## src/rtl/rns_pkg.sv

```systemverilog
// Shared constants, state encoding and constant-multiply helpers for the
// {3,5,7} residue-to-binary converter.
package rns_pkg;

  localparam int RES_W = 3;
  localparam int BIN_W = 7;

  localparam logic [RES_W-1:0] M3      = 3'd3;
  localparam logic [RES_W-1:0] M5      = 3'd5;
  localparam logic [RES_W-1:0] M7      = 3'd7;
  localparam logic [RES_W-1:0] INV3_M5 = 3'd2;
  localparam logic [RES_W-1:0] INV5_M7 = 3'd3;
  localparam logic [BIN_W-1:0] M35     = 7'd15;

  typedef enum logic [2:0] {
    S_IDLE    = 3'd0,
    S_CALC_A2 = 3'd1,
    S_CALC_A3 = 3'd2,
    S_SUM     = 3'd3,
    S_HOLD    = 3'd4
  } state_t;

  // Constant product built from shifted copies of x, one per set bit of k.
  function automatic logic [BIN_W-1:0] shift_add(input logic [BIN_W-1:0] x,
                                                 input logic [BIN_W-1:0] k);
    logic [BIN_W-1:0] acc;
    acc = '0;
    for (int i = 0; i < BIN_W; i++) begin
      if (k[i]) acc = acc + (x << i);
    end
    return acc;
  endfunction

  // x*k mod m. For digit-range x and the small constants used here the
  // product stays below 2m, so a single compare-subtract suffices.
  function automatic logic [RES_W-1:0] mul_mod(input logic [RES_W-1:0] x,
                                               input logic [RES_W-1:0] k,
                                               input logic [RES_W-1:0] m);
    logic [BIN_W-1:0] p;
    p = shift_add(BIN_W'(x), BIN_W'(k));
    if (p >= BIN_W'(m)) p = p - BIN_W'(m);
    return RES_W'(p);
  endfunction

endpackage

```

## src/rtl/mod_sub_reduce.sv

```systemverilog
// (a - b) mod m for operands already below m: subtract, add m back on borrow.
module mod_sub_reduce
  import rns_pkg::*;
(
  input  logic [RES_W-1:0] a,
  input  logic [RES_W-1:0] b,
  input  logic [RES_W-1:0] m,
  output logic [RES_W-1:0] y
);

  logic [RES_W:0] diff;

  assign diff = {1'b0, a} - {1'b0, b};
  assign y    = diff[RES_W] ? RES_W'(diff[RES_W-1:0] + m) : diff[RES_W-1:0];

endmodule

```

## src/rtl/rns_357_to_binary.sv

```systemverilog
// Sequential mixed-radix reverse converter for residues (r3, r5, r7) -> X in 0..104.
// state     | meaning
// S_IDLE    | in_ready high, waiting for a residue triple
// S_CALC_A2 | registering digit a2
// S_CALC_A3 | registering digit a3
// S_SUM     | registering X / err, raising out_valid
// S_HOLD    | result held until out_ready
module rns_357_to_binary
  import rns_pkg::*;
(
  input  logic             clk,
  input  logic             rst_n,
  input  logic             in_valid,
  output logic             in_ready,
  input  logic [RES_W-1:0] in_r3,
  input  logic [RES_W-1:0] in_r5,
  input  logic [RES_W-1:0] in_r7,
  output logic             out_valid,
  input  logic             out_ready,
  output logic [BIN_W-1:0] out_data,
  output logic             out_err
);

  state_t           state;
  logic [1:0]       a1_q;
  logic [RES_W-1:0] r5_q;
  logic [RES_W-1:0] r7_q;
  logic             err_q;
  logic [RES_W-1:0] a2_q;
  logic [RES_W-1:0] a3_q;

  logic [RES_W-1:0] d5;
  logic [RES_W-1:0] a2_next;
  logic [RES_W-1:0] t7;
  logic [RES_W-1:0] p7;
  logic [RES_W-1:0] a3_next;
  logic [BIN_W-1:0] sum;
  logic             in_err;

  assign in_err = (in_r3 >= M3) | (in_r5 >= M5) | (in_r7 >= M7);

  mod_sub_reduce u_sub_a2 (
    .a (r5_q),
    .b ({1'b0, a1_q}),
    .m (M5),
    .y (d5)
  );

  assign a2_next = mul_mod(d5, INV3_M5, M5);

  // a3 = (r7 - a1 - 3*a2) mod 7, as two chained modular subtractions.
  mod_sub_reduce u_sub_a3_r (
    .a (r7_q),
    .b ({1'b0, a1_q}),
    .m (M7),
    .y (t7)
  );

  assign p7 = mul_mod(a2_q, INV5_M7, M7);

  mod_sub_reduce u_sub_a3_p (
    .a (t7),
    .b (p7),
    .m (M7),
    .y (a3_next)
  );

  assign sum = BIN_W'(a1_q)
             + shift_add(BIN_W'(a2_q), BIN_W'(M3))
             + shift_add(BIN_W'(a3_q), M35);

  always_ff @(posedge clk or negedge rst_n) begin
    if (!rst_n) begin
      state     <= S_IDLE;
      in_ready  <= 1'b1;
      out_valid <= 1'b0;
      out_data  <= '0;
      out_err   <= 1'b0;
      a1_q      <= '0;
      r5_q      <= '0;
      r7_q      <= '0;
      err_q     <= 1'b0;
      a2_q      <= '0;
      a3_q      <= '0;
    end else begin
      case (state)
        S_IDLE: begin
          if (in_valid) begin
            a1_q     <= in_r3[1:0];
            r5_q     <= in_r5;
            r7_q     <= in_r7;
            err_q    <= in_err;
            in_ready <= 1'b0;
            state    <= S_CALC_A2;
          end
        end
        S_CALC_A2: begin
          a2_q  <= a2_next;
          state <= S_CALC_A3;
        end
        S_CALC_A3: begin
          a3_q  <= a3_next;
          state <= S_SUM;
        end
        S_SUM: begin
          out_data  <= err_q ? '0 : sum;
          out_err   <= err_q;
          out_valid <= 1'b1;
          state     <= S_HOLD;
        end
        S_HOLD: begin
          if (out_ready) begin
            out_valid <= 1'b0;
            in_ready  <= 1'b1;
            state     <= S_IDLE;
          end
        end
        default: begin
          out_valid <= 1'b0;
          in_ready  <= 1'b1;
          state     <= S_IDLE;
        end
      endcase
    end
  end

endmodule

```

## config.mk

```make
export PLATFORM = sky130hd
export DESIGN_NAME = rns_357_to_binary
export DESIGN_NICKNAME = d
export VERILOG_FILES = /design/src/rtl/rns_pkg.sv /design/src/rtl/mod_sub_reduce.sv /design/src/rtl/rns_357_to_binary.sv
export SDC_FILE = /design/constraint.sdc
export NUM_CORES = 1
export LEC_CHECK = 0
export ABC_AREA = 1
export ABC_CLOCK_PERIOD_IN_PS = 7600
export BUFFER_PORTS_ARGS = -buffer_cell sky130_fd_sc_hd__buf_2
export CORE_UTILIZATION = 60
export DETAILED_ROUTE_END_ITERATION = 7
export HOLD_SLACK_MARGIN = 0.08
export PLACE_DENSITY = 0.89
export SETUP_SLACK_MARGIN = 0.1
export SLEW_MARGIN = 20
export SYNTH_ARGS = -nofsm -noshare
export SYNTH_HDL_FRONTEND = slang
export SYNTH_SLANG_ARGS = --single-unit
```

## constraint.sdc

```tcl
create_clock -name clk -period 7.6 [get_ports clk]
set_input_delay 1.52 -clock clk [delete_from_list [all_inputs] [get_ports clk]]
set_output_delay 1.52 -clock clk [all_outputs]
set_load 0.05 [all_outputs]
```

# After elaboration in Yosys (flattened, before gate mapping)

Cells that the tools add are included.

Input bits: 13
Register bits after elaboration: 28
Word-level logic and storage cells: 61
Output and inout port bits: 10

Bitwise logic cells: 4
Muxes and demuxes: 14
$lt $le $gt $ge: 5
$add $sub $neg: 14
Equal/unequal tests: 6
Reduce and logical (&&, ||, !) cells: 7

Operators with widths:

| cell                                                               | count |
|---|---|
| two-way mux 3 bit                                                  | 7 |
| one-hot mux 3 bit (5 select lines)                                 | 1 |
| adder 3 x 4 -> 5 bit                                               | 2 |
| adder 3 bit (second input constant)                                | 3 |
| subtractor 3 x 2 -> 4 bit                                          | 2 |
| adder 6 x 6 -> 7 bit                                               | 1 |
| adder 6 x 7 -> 7 bit                                               | 1 |
| two-way mux 7 bit                                                  | 1 |
| adder 2 x 5 -> 6 bit                                               | 1 |
| adder 5 x 5 -> 6 bit                                               | 1 |
| equality test 3 x 2 -> 1 bit (second input constant)               | 2 |
| greater-or-equal comparator 3 bit (second input constant)          | 2 |
| one-hot mux 1 bit (3 select lines)                                 | 2 |
| AND reduction 2 bit                                                | 3 |
| OR reduction 3 bit                                                 | 2 |
| subtractor 3 bit (second input constant)                           | 2 |
| greater-or-equal comparator 5 x 3 -> 1 bit (second input constant) | 1 |
| greater-or-equal comparator 4 x 3 -> 1 bit (second input constant) | 1 |
| inequality test 2 bit (second input constant)                      | 2 |
| subtractor 3 x 3 -> 4 bit                                          | 1 |
| equality test 3 x 1 -> 1 bit (second input constant)               | 1 |
| equality test 3 bit (second input constant)                        | 1 |
| greater-or-equal comparator 3 x 2 -> 1 bit (second input constant) | 1 |
| logical NOT 3 bit                                                  | 1 |
| other kinds (4)                                                    | 8 |

# Logic depth before layout (Yosys ltp)

Gate-level depths: netlist (run 1).

Word-level depth: 6
Mapped depth: 16
Depth with buffers taken out: 16

# By module

Synthesis (run 1) repeated with hierarchy kept, for this count alone.

Cells, all modules: 315
Area, all modules: 2451.1 um^2

Modules (own cells, without submodules):

| module            | sequential area each (um^2) | cells each | times used | area each (um^2) |
|---|---|---|---|---|
| rns_357_to_binary | 701.9                       | 198        | 1          | 1764.2 |
| mod_sub_reduce    | 0.0                         | 39         | 3          | 229.0 |

# Worst setup path after synthesis (run 1)

OpenSTA, ideal clock, no wires.

Path kind: register to register
From: register a2_q[0]
To: register out_data[4]
Setup slack: 4605 ps
Data arrival time: 2873 ps
Buffers on the path: 0
Data required time: 7478 ps
Cell stages (with the launch flop): 10
Library setup time: 122 ps
Cell sequence: dfrtp_1 -> ha_1 -> inv_1 -> fa_1 -> fa_1 -> inv_1 -> ha_1 -> fa_1 -> or2_2 -> a32o_1

Word-level cells in the longest chain between the ends: 4

RTL lines:

| element                  | RTL line                 | RTL |
|---|---|---|
| start: declaration       | rns_357_to_binary.sv:29  | `logic [RES_W-1:0] a2_q;` |
| start signal: assignment | rns_357_to_binary.sv:98  | `a2_q <= a2_next;` |
| adder 3 x 4 -> 5 bit     | rns_pkg.sv:29            | `if (k[i]) acc = acc + (x << i);` |
| adder 2 x 5 -> 6 bit     | rns_357_to_binary.sv:69  | `+ shift_add(BIN_W'(a2_q), BIN_W'(M3))` |
| adder 6 x 7 -> 7 bit     | rns_357_to_binary.sv:70  | `+ shift_add(BIN_W'(a3_q), M35);` |
| two-way mux 7 bit        | rns_357_to_binary.sv:106 | `out_data <= err_q ? '0 : sum;` |
| end signal: assignment   | rns_357_to_binary.sv:106 |  |
| end: declaration         | rns_357_to_binary.sv:20  | `output logic [BIN_W-1:0] out_data,` |

Every way passes these cells.
A chain may end at the register's enable or synchronous reset.

# Final worst setup path (run 1)

From: register a2_q[0]
To: register a3_q[2]

Word-level cells in the longest chain between the ends: 6
Elaborated cells on any way between the ends: 7
Classes of those cells: add/sub: 4; order compare: 1; mux: 2

RTL lines:

| element                                                                               | RTL line                 | RTL |
|---|---|---|
| adder 3 x 4 -> 5 bit (*)                                                              | rns_pkg.sv:29            |  |
| greater-or-equal comparator 5 x 3 -> 1 bit / subtractor 3 bit (equally long branches) | rns_pkg.sv:41            | `if (p >= BIN_W'(m)) p = p - BIN_W'(m);` |
| two-way mux 3 bit (*)                                                                 | rns_pkg.sv:41            |  |
| subtractor 3 x 3 -> 4 bit (*)                                                         | mod_sub_reduce.sv:13     | `assign diff = {1'b0, a} - {1'b0, b};` |
| adder 3 bit                                                                           | mod_sub_reduce.sv:14     | `assign y = diff[RES_W] ? RES_W'(diff[RES_W-1:0] + m) : diff[RES_W-1:0];` |
| two-way mux 3 bit (*)                                                                 | mod_sub_reduce.sv:14     |  |
| end signal: assignment                                                                | rns_357_to_binary.sv:102 | `a3_q <= a3_next;` |
| end: declaration                                                                      | rns_357_to_binary.sv:30  | `logic [RES_W-1:0] a3_q;` |

Mark *: on every way between the ends. The rest lies on a longest branch, timed or not.

==> results.cfg, run 1 <==
[final_layout]
num_antenna_cells = 0
drive_above_1_share_pct = 18.6
area_growth_syn_to_layout_pct = 9.74
fill_cells = 255
multi_input_area_um2 = 1210
instances_no_fill = 297
regArea_um2 = 702
nets = 299

[floorplanning]
row_count = 20
io_pins = 23
die_h_um = 60.7
die_w_um = 60.7
initial_core_util_pct = 65.6
core-area_um2 = 3150
die_area_um2 = 3690

[global_routing]
antenna_found_initial = 0
grt_pass1_vias = 1561
grt_pass1_wl_um = 6350
gr-total-overflow = 0
track_usage_pct = 24.2
grt_max_degree = 29

[synth]
synth_fa_ha_area_share_pct = 23.7
synth_edf_count = 0
ys_ff_latch = 28
synth.most_common_cell = nand2_1
ys.flop_type = dfrtp_1
synth_common_cells = 51 x nand2_1, 33 x inv_1, 27 x dfrtp_1
synth_mux_area_share_pct = 2.18
yosys.area_share.simple_pct = 19.6
syn_inst = 229
synthXorXnorAreaFrac_pct = 3.39
synth.top_cells.by_area = dfrtp_1 33%, ha_1 12%, fa_1 12%
ys_types = 32
synth_compound_area_share_pct = 9.50
yosysWarningCount = 0
synth_top_family_by_area = adder cells
async_reset_ff_share_pct = 100
ys_seq_area_share_pct = 33.9
synthesis.area_um2 = 2070
avgSynthCellArea_um2 = 9.03
post-synth-top-area-fraction_pct = 32.7
synthesis.nets = 274
synth_top_cell_by_area = dfrtp_1

[sta]
setup_ws_ns = 4.35
slew_headroom_pct = 59.5
fin_setup_tns_ns = 0
setup_viol = 0
clock_skew_ns = 0.00191
fmax_ghz = 0.308
hold_violations = 0
slew_violations = 0
timing.final.crit_share_pct = 42.8
period_minus_slack_ns = 3.25
rsz0062_at_grt = false
whs_ns = 0.505
worst_pin_slew_ns = 0.608

[drt]
drc = 0
drt-pass1-iter-count = 4
drt_first_iter_violations = 58
vias = 1585
via_per_inst = 5.34
ant_nets = 0
wire_per_inst_um = 13.2
finalWirelength_um = 3910

[setup_path]
crit_path_start_kind = flop
crit_path_top_delay_cell = dfrtp_1
crit_type = flop to flop
crit_required_ns = 7.85
crit_chain = ha_1, inv_1, fa_1, xnor2_1, nor2_1, nand3_1, xor2_1, ha_1, inv_1, fa_1, inv_1, ha_1, a21o_1, nand3_1, nand2_1
cp-end-kind = flop
critPathArrivalTime_ns = 3.50
slowest_delay_ns = 0.53
path_max_fanout = 7

[clock_network]
cts_tree = done
tritoncts.num_buffers = 3
clk_pin_slew_ns = 0.15
cts_num_sinks = 28
postCtsSetupBuffers = 0
post_cts_resized = 0
clk_path_buf_depth = 2
hold_buffers = 0
insertion_delay_ns = 0.34
cts_htree_levels = 1
root_buffer = clkbuf_4

[flow_run]
max_cap_violations = 0

[placed_design]
gp_congestion = 0.823
place_ws_ns = 4.35
dpl.hpwl_um = 3190
dp.cells = 293
io_buffer_count = 22

[worst_hold_path]
hold_class = flop to flop

[run_status]
status = completed
per-stage QoR:
step	util, %	area [um^2]
2_1_floorplan	-	2070
3_3_place_gp	70.3	2220
3_5_place_dp	70.3	2220
4_1_cts	72.0	2270
5_1_grt	72.0	2270
6_report	72.0	2270
area by class of cell:
class / count / area share [%]
clock buffers: 3 / 0.992
clock inverters: 1 / 1.32
inverters: 38 / 6.28
multi-input cells: 161 / 53.2
flip-flops and latches: 28 / 30.9
well taps: 44 / 2.43
repair buffers: 22 / 4.85
worst max-delay path: cells and delay by family, from the launching register on:
kind / cells / cell delay (ns)
xor gates and xnor gates: 2 / 0.47
and+or+nand+nor: 4 / 0.36
buffers and inverters: 3 / 0.16
adders and majority gates: 5 / 1.46
AOI/OAI and AO/OA: 1 / 0.18
DFF: 1 / 0.53
flip-flops by register name, indices dropped and copies added (netlist names):
register,cells
r5_q,3
out_data,7
a1_q,2
a2_q,3
err_q,1
out_valid,1
a3_q,3
in_ready,1
r7_q,3
state,3
out_err,1
metal layers:
layer  global-route usage (%)  wire length, um
met2                     45.4             2110
met1                     24.7             1540
met5                        0                0
met3                     4.69              137
met4                     14.6              125
logic make-up after synthesis:
family / after synthesis
mux: 4
compound gates: 31
xor+xnor: 8
fa+ha+maj: 32
buf+inv: 40
flops: 28
simple gates: 86
cell usage in the layout, fill, tap and decap left out, drive strengths merged:
cell type / Yosys / layout
o21ai: 15 / 15
or2: 1 / 1
a32o: 1 / 1
a21oi: 7 / 7
nand2: 57 / 57
a21boi: 1 / 1
a211oi: 1 / 1
xor2: 6 / 6
nand3: 15 / 15
bufinv: 0 / 1
ha: 20 / 20
dfrtp: 27 / 27
fa: 12 / 12
a21o: 2 / 2
nand3b: 1 / 1
mux2: 4 / 4
a22o: 3 / 3
clkinv: 1 / 1
o211ai: 1 / 1
inv: 37 / 37
buf: 2 / 22
dfstp: 1 / 1
xnor2: 2 / 2
nor2: 12 / 12
clkbuf: 0 / 3
path summary, 6_finish.rpt:
kind	startpoint	endpoint	slack [ns]	cells past startpoint
min in group asynchronous	rst_n	state[0]	1.16	1
worst max register to register	a2_q[0]	a3_q[2]	4.35	15
worst max-delay path	a2_q[0]	a3_q[2]	4.35	15
worst min register to register	out_data[5]	out_data[5]	0.50	2
worst min-delay path	out_data[5]	out_data[5]	0.50	2
max in group asynchronous	rst_n	a3_q[0]	6.05	1
Power of run 1 is not shown: default switching activity piles up to over one toggle a cycle in this logic, so the estimate is an artifact.
==> run 2, diff against run 1 <==
--- a/config.mk
+++ b/config.mk
@@ -6,12 +6,12 @@
 export NUM_CORES = 1
 export LEC_CHECK = 0
 export ABC_AREA = 1
-export ABC_CLOCK_PERIOD_IN_PS = 7600
+export ABC_CLOCK_PERIOD_IN_PS = 3200
 export BUFFER_PORTS_ARGS = -buffer_cell sky130_fd_sc_hd__buf_2
-export CORE_UTILIZATION = 60
+export CORE_UTILIZATION = 59
 export DETAILED_ROUTE_END_ITERATION = 7
 export HOLD_SLACK_MARGIN = 0.08
-export PLACE_DENSITY = 0.89
+export PLACE_DENSITY = 0.88
 export SETUP_SLACK_MARGIN = 0.1
 export SLEW_MARGIN = 20
 export SYNTH_ARGS = -nofsm -noshare
==> constraint.sdc (replaced) <==
create_clock -name clk -period 3.2 [get_ports clk]
set_input_delay 0.64 -clock clk [delete_from_list [all_inputs] [get_ports clk]]
set_output_delay 0.64 -clock clk [all_outputs]
set_load 0.05 [all_outputs]
==> results.cfg, run 2 (synthesized netlist as in run 1, its figures left out) <==
[drt]
via_per_inst = 5.25
vias = 1605
drt_first_iter_violations = 71
drc = 0
drt-pass1-iter-count = 4
wire_per_inst_um = 12.8
ant_nets = 0
finalWirelength_um = 3930

[floorplanning]
io_pins = 23
die_w_um = 61.2
initial_core_util_pct = 62.0
die_h_um = 61.2
row_count = 21
core-area_um2 = 3340
die_area_um2 = 3750

[clock_network]
root_buffer = clkbuf_4
cts_htree_levels = 1
insertion_delay_ns = 0.34
cts_tree = done
hold_buffers = 0
cts_num_sinks = 28
clk_pin_slew_ns = 0.16
tritoncts.num_buffers = 3
clk_path_buf_depth = 2

[sta]
period_minus_slack_ns = 3.09
timing.final.crit_share_pct = 96.7
slew_headroom_pct = 59.3
worst_pin_slew_ns = 0.611
fmax_ghz = 0.323
hold_violations = 0
setup_ws_ns = 0.106
rsz0062_at_grt = true
whs_ns = 0.276
clock_skew_ns = 0.00901
fin_setup_tns_ns = 0
setup_viol = 0
slew_violations = 0

[final_layout]
multi_input_area_um2 = 1240
nets = 306
final_common_cell = nand2_1
mostFrequentLayoutCells = 49 x nand2_1, 30 x inv_1, 27 x dfrtp_1
drive_above_1_share_pct = 25.4
regArea_um2 = 702
fill_cells = 261
utilization_pct = 70.7
area_growth_syn_to_layout_pct = 14.0
largest_register_ff_count = 7
regMostFlops = out_data
num_antenna_cells = 0

[setup_path]
critPathArrivalTime_ns = 3.34
crit_path_start_kind = flop
critPathBufInv = 3
crit_chain = ha_2, inv_2, fa_2, xnor2_1, nor2_1, nand3_4, xor2_1, ha_2, inv_2, fa_1, inv_1, ha_1, nand2_1, o211ai_1, o21ai_1
path_max_fanout = 4
crit_path_top_delay_cell = fa_1
cp-end-kind = flop
crit_type = flop to flop
slowest_delay_ns = 0.52
crit_family = adder cells
crit_required_ns = 3.45

[global_routing]
gr-total-overflow = 0
track_usage_pct = 22.6
grt_pass1_wl_um = 6190
grt_max_degree = 29
grt_pass1_vias = 1512
antenna_found_initial = 0

[placed_design]
gp_congestion = 0.760
io_buffer_count = 22
place_ws_ns = 0.0741
dpl.hpwl_um = 2940

[worst_hold_path]
hold_class = primary input to asynchronous set/reset pin

[run_status]
status = completed

[flow_run]
max_cap_violations = 0
[run 2: cell types whose count changed in the layout (fill, tap and decap cells not counted), moves of 2 or more]
cell and change:
buf_4 +7, fa_1 -2, fa_2 +2, ha_1 -2, ha_2 +2, inv_1 -3, inv_2 +3, nand2_1 -2
nand2_2 +2
[run 2: through the flow]
stage	instance area, um^2	instances
after global placement	2230	297
after floorplan	2070	229
after global routing	2360	306
after CTS	2300	302
final	2360	306
after detailed placement	2230	297
[run 2: repair_timing]
item                                   CTS  global route
setup endpoints to repair                2             4
gates resized for setup                  2            12
pin swaps                                0            11
buffers inserted                         1             4
endpoints found under the hold margin    0             0
[run 2: area by class of cell]
| type | count | area share, % |
|---|---|---|
| sequential | 28 | 29.8 |
| tap | 46 | 2.44 |
| inverter | 38 | 6.05 |
| clock buffer | 3 | 0.955 |
| timing repair buffer | 29 | 6.90 |
| clock inverter | 1 | 1.27 |
| multi-input combinational | 161 | 52.6 |
[run 2: worst register-to-register path: cells and delay by family (launching register included)]
| kind | cells | cell delay (ns) |
|---|---|---|
| buffers and inverters | 3 | 0.13 |
| and+or+nand+nor | 3 | 0.27 |
| DFF | 1 | 0.41 |
| adders and majority gates | 5 | 1.54 |
| AOI/OAI and AO/OA | 2 | 0.16 |
| xor gates and xnor gates | 2 | 0.50 |
[run 2: path summary, 6_finish.rpt]
kind | from | to | slack [ns] | cells past startpoint
max in group asynchronous | rst_n | a1_q[1] | 2.52 | 1
worst max register to register | a2_q[1] | a3_q[1] | 0.11 | 15
worst max-delay path | a2_q[1] | a3_q[1] | 0.11 | 15
worst min register to register | out_valid | out_valid | 0.50 | 2
worst min-delay path | rst_n | out_data[6] | 0.28 | 1
min in group clk | out_valid | out_valid | 0.50 | 2
[run 2: routing by layer]
metal  GRT usage [%]  wire length (um)
met1            28.0              1640
met4            6.82                56
met2            40.7              2060
met5               0                 0
met3            3.15               168
Power of run 2 is left out for the same reason.
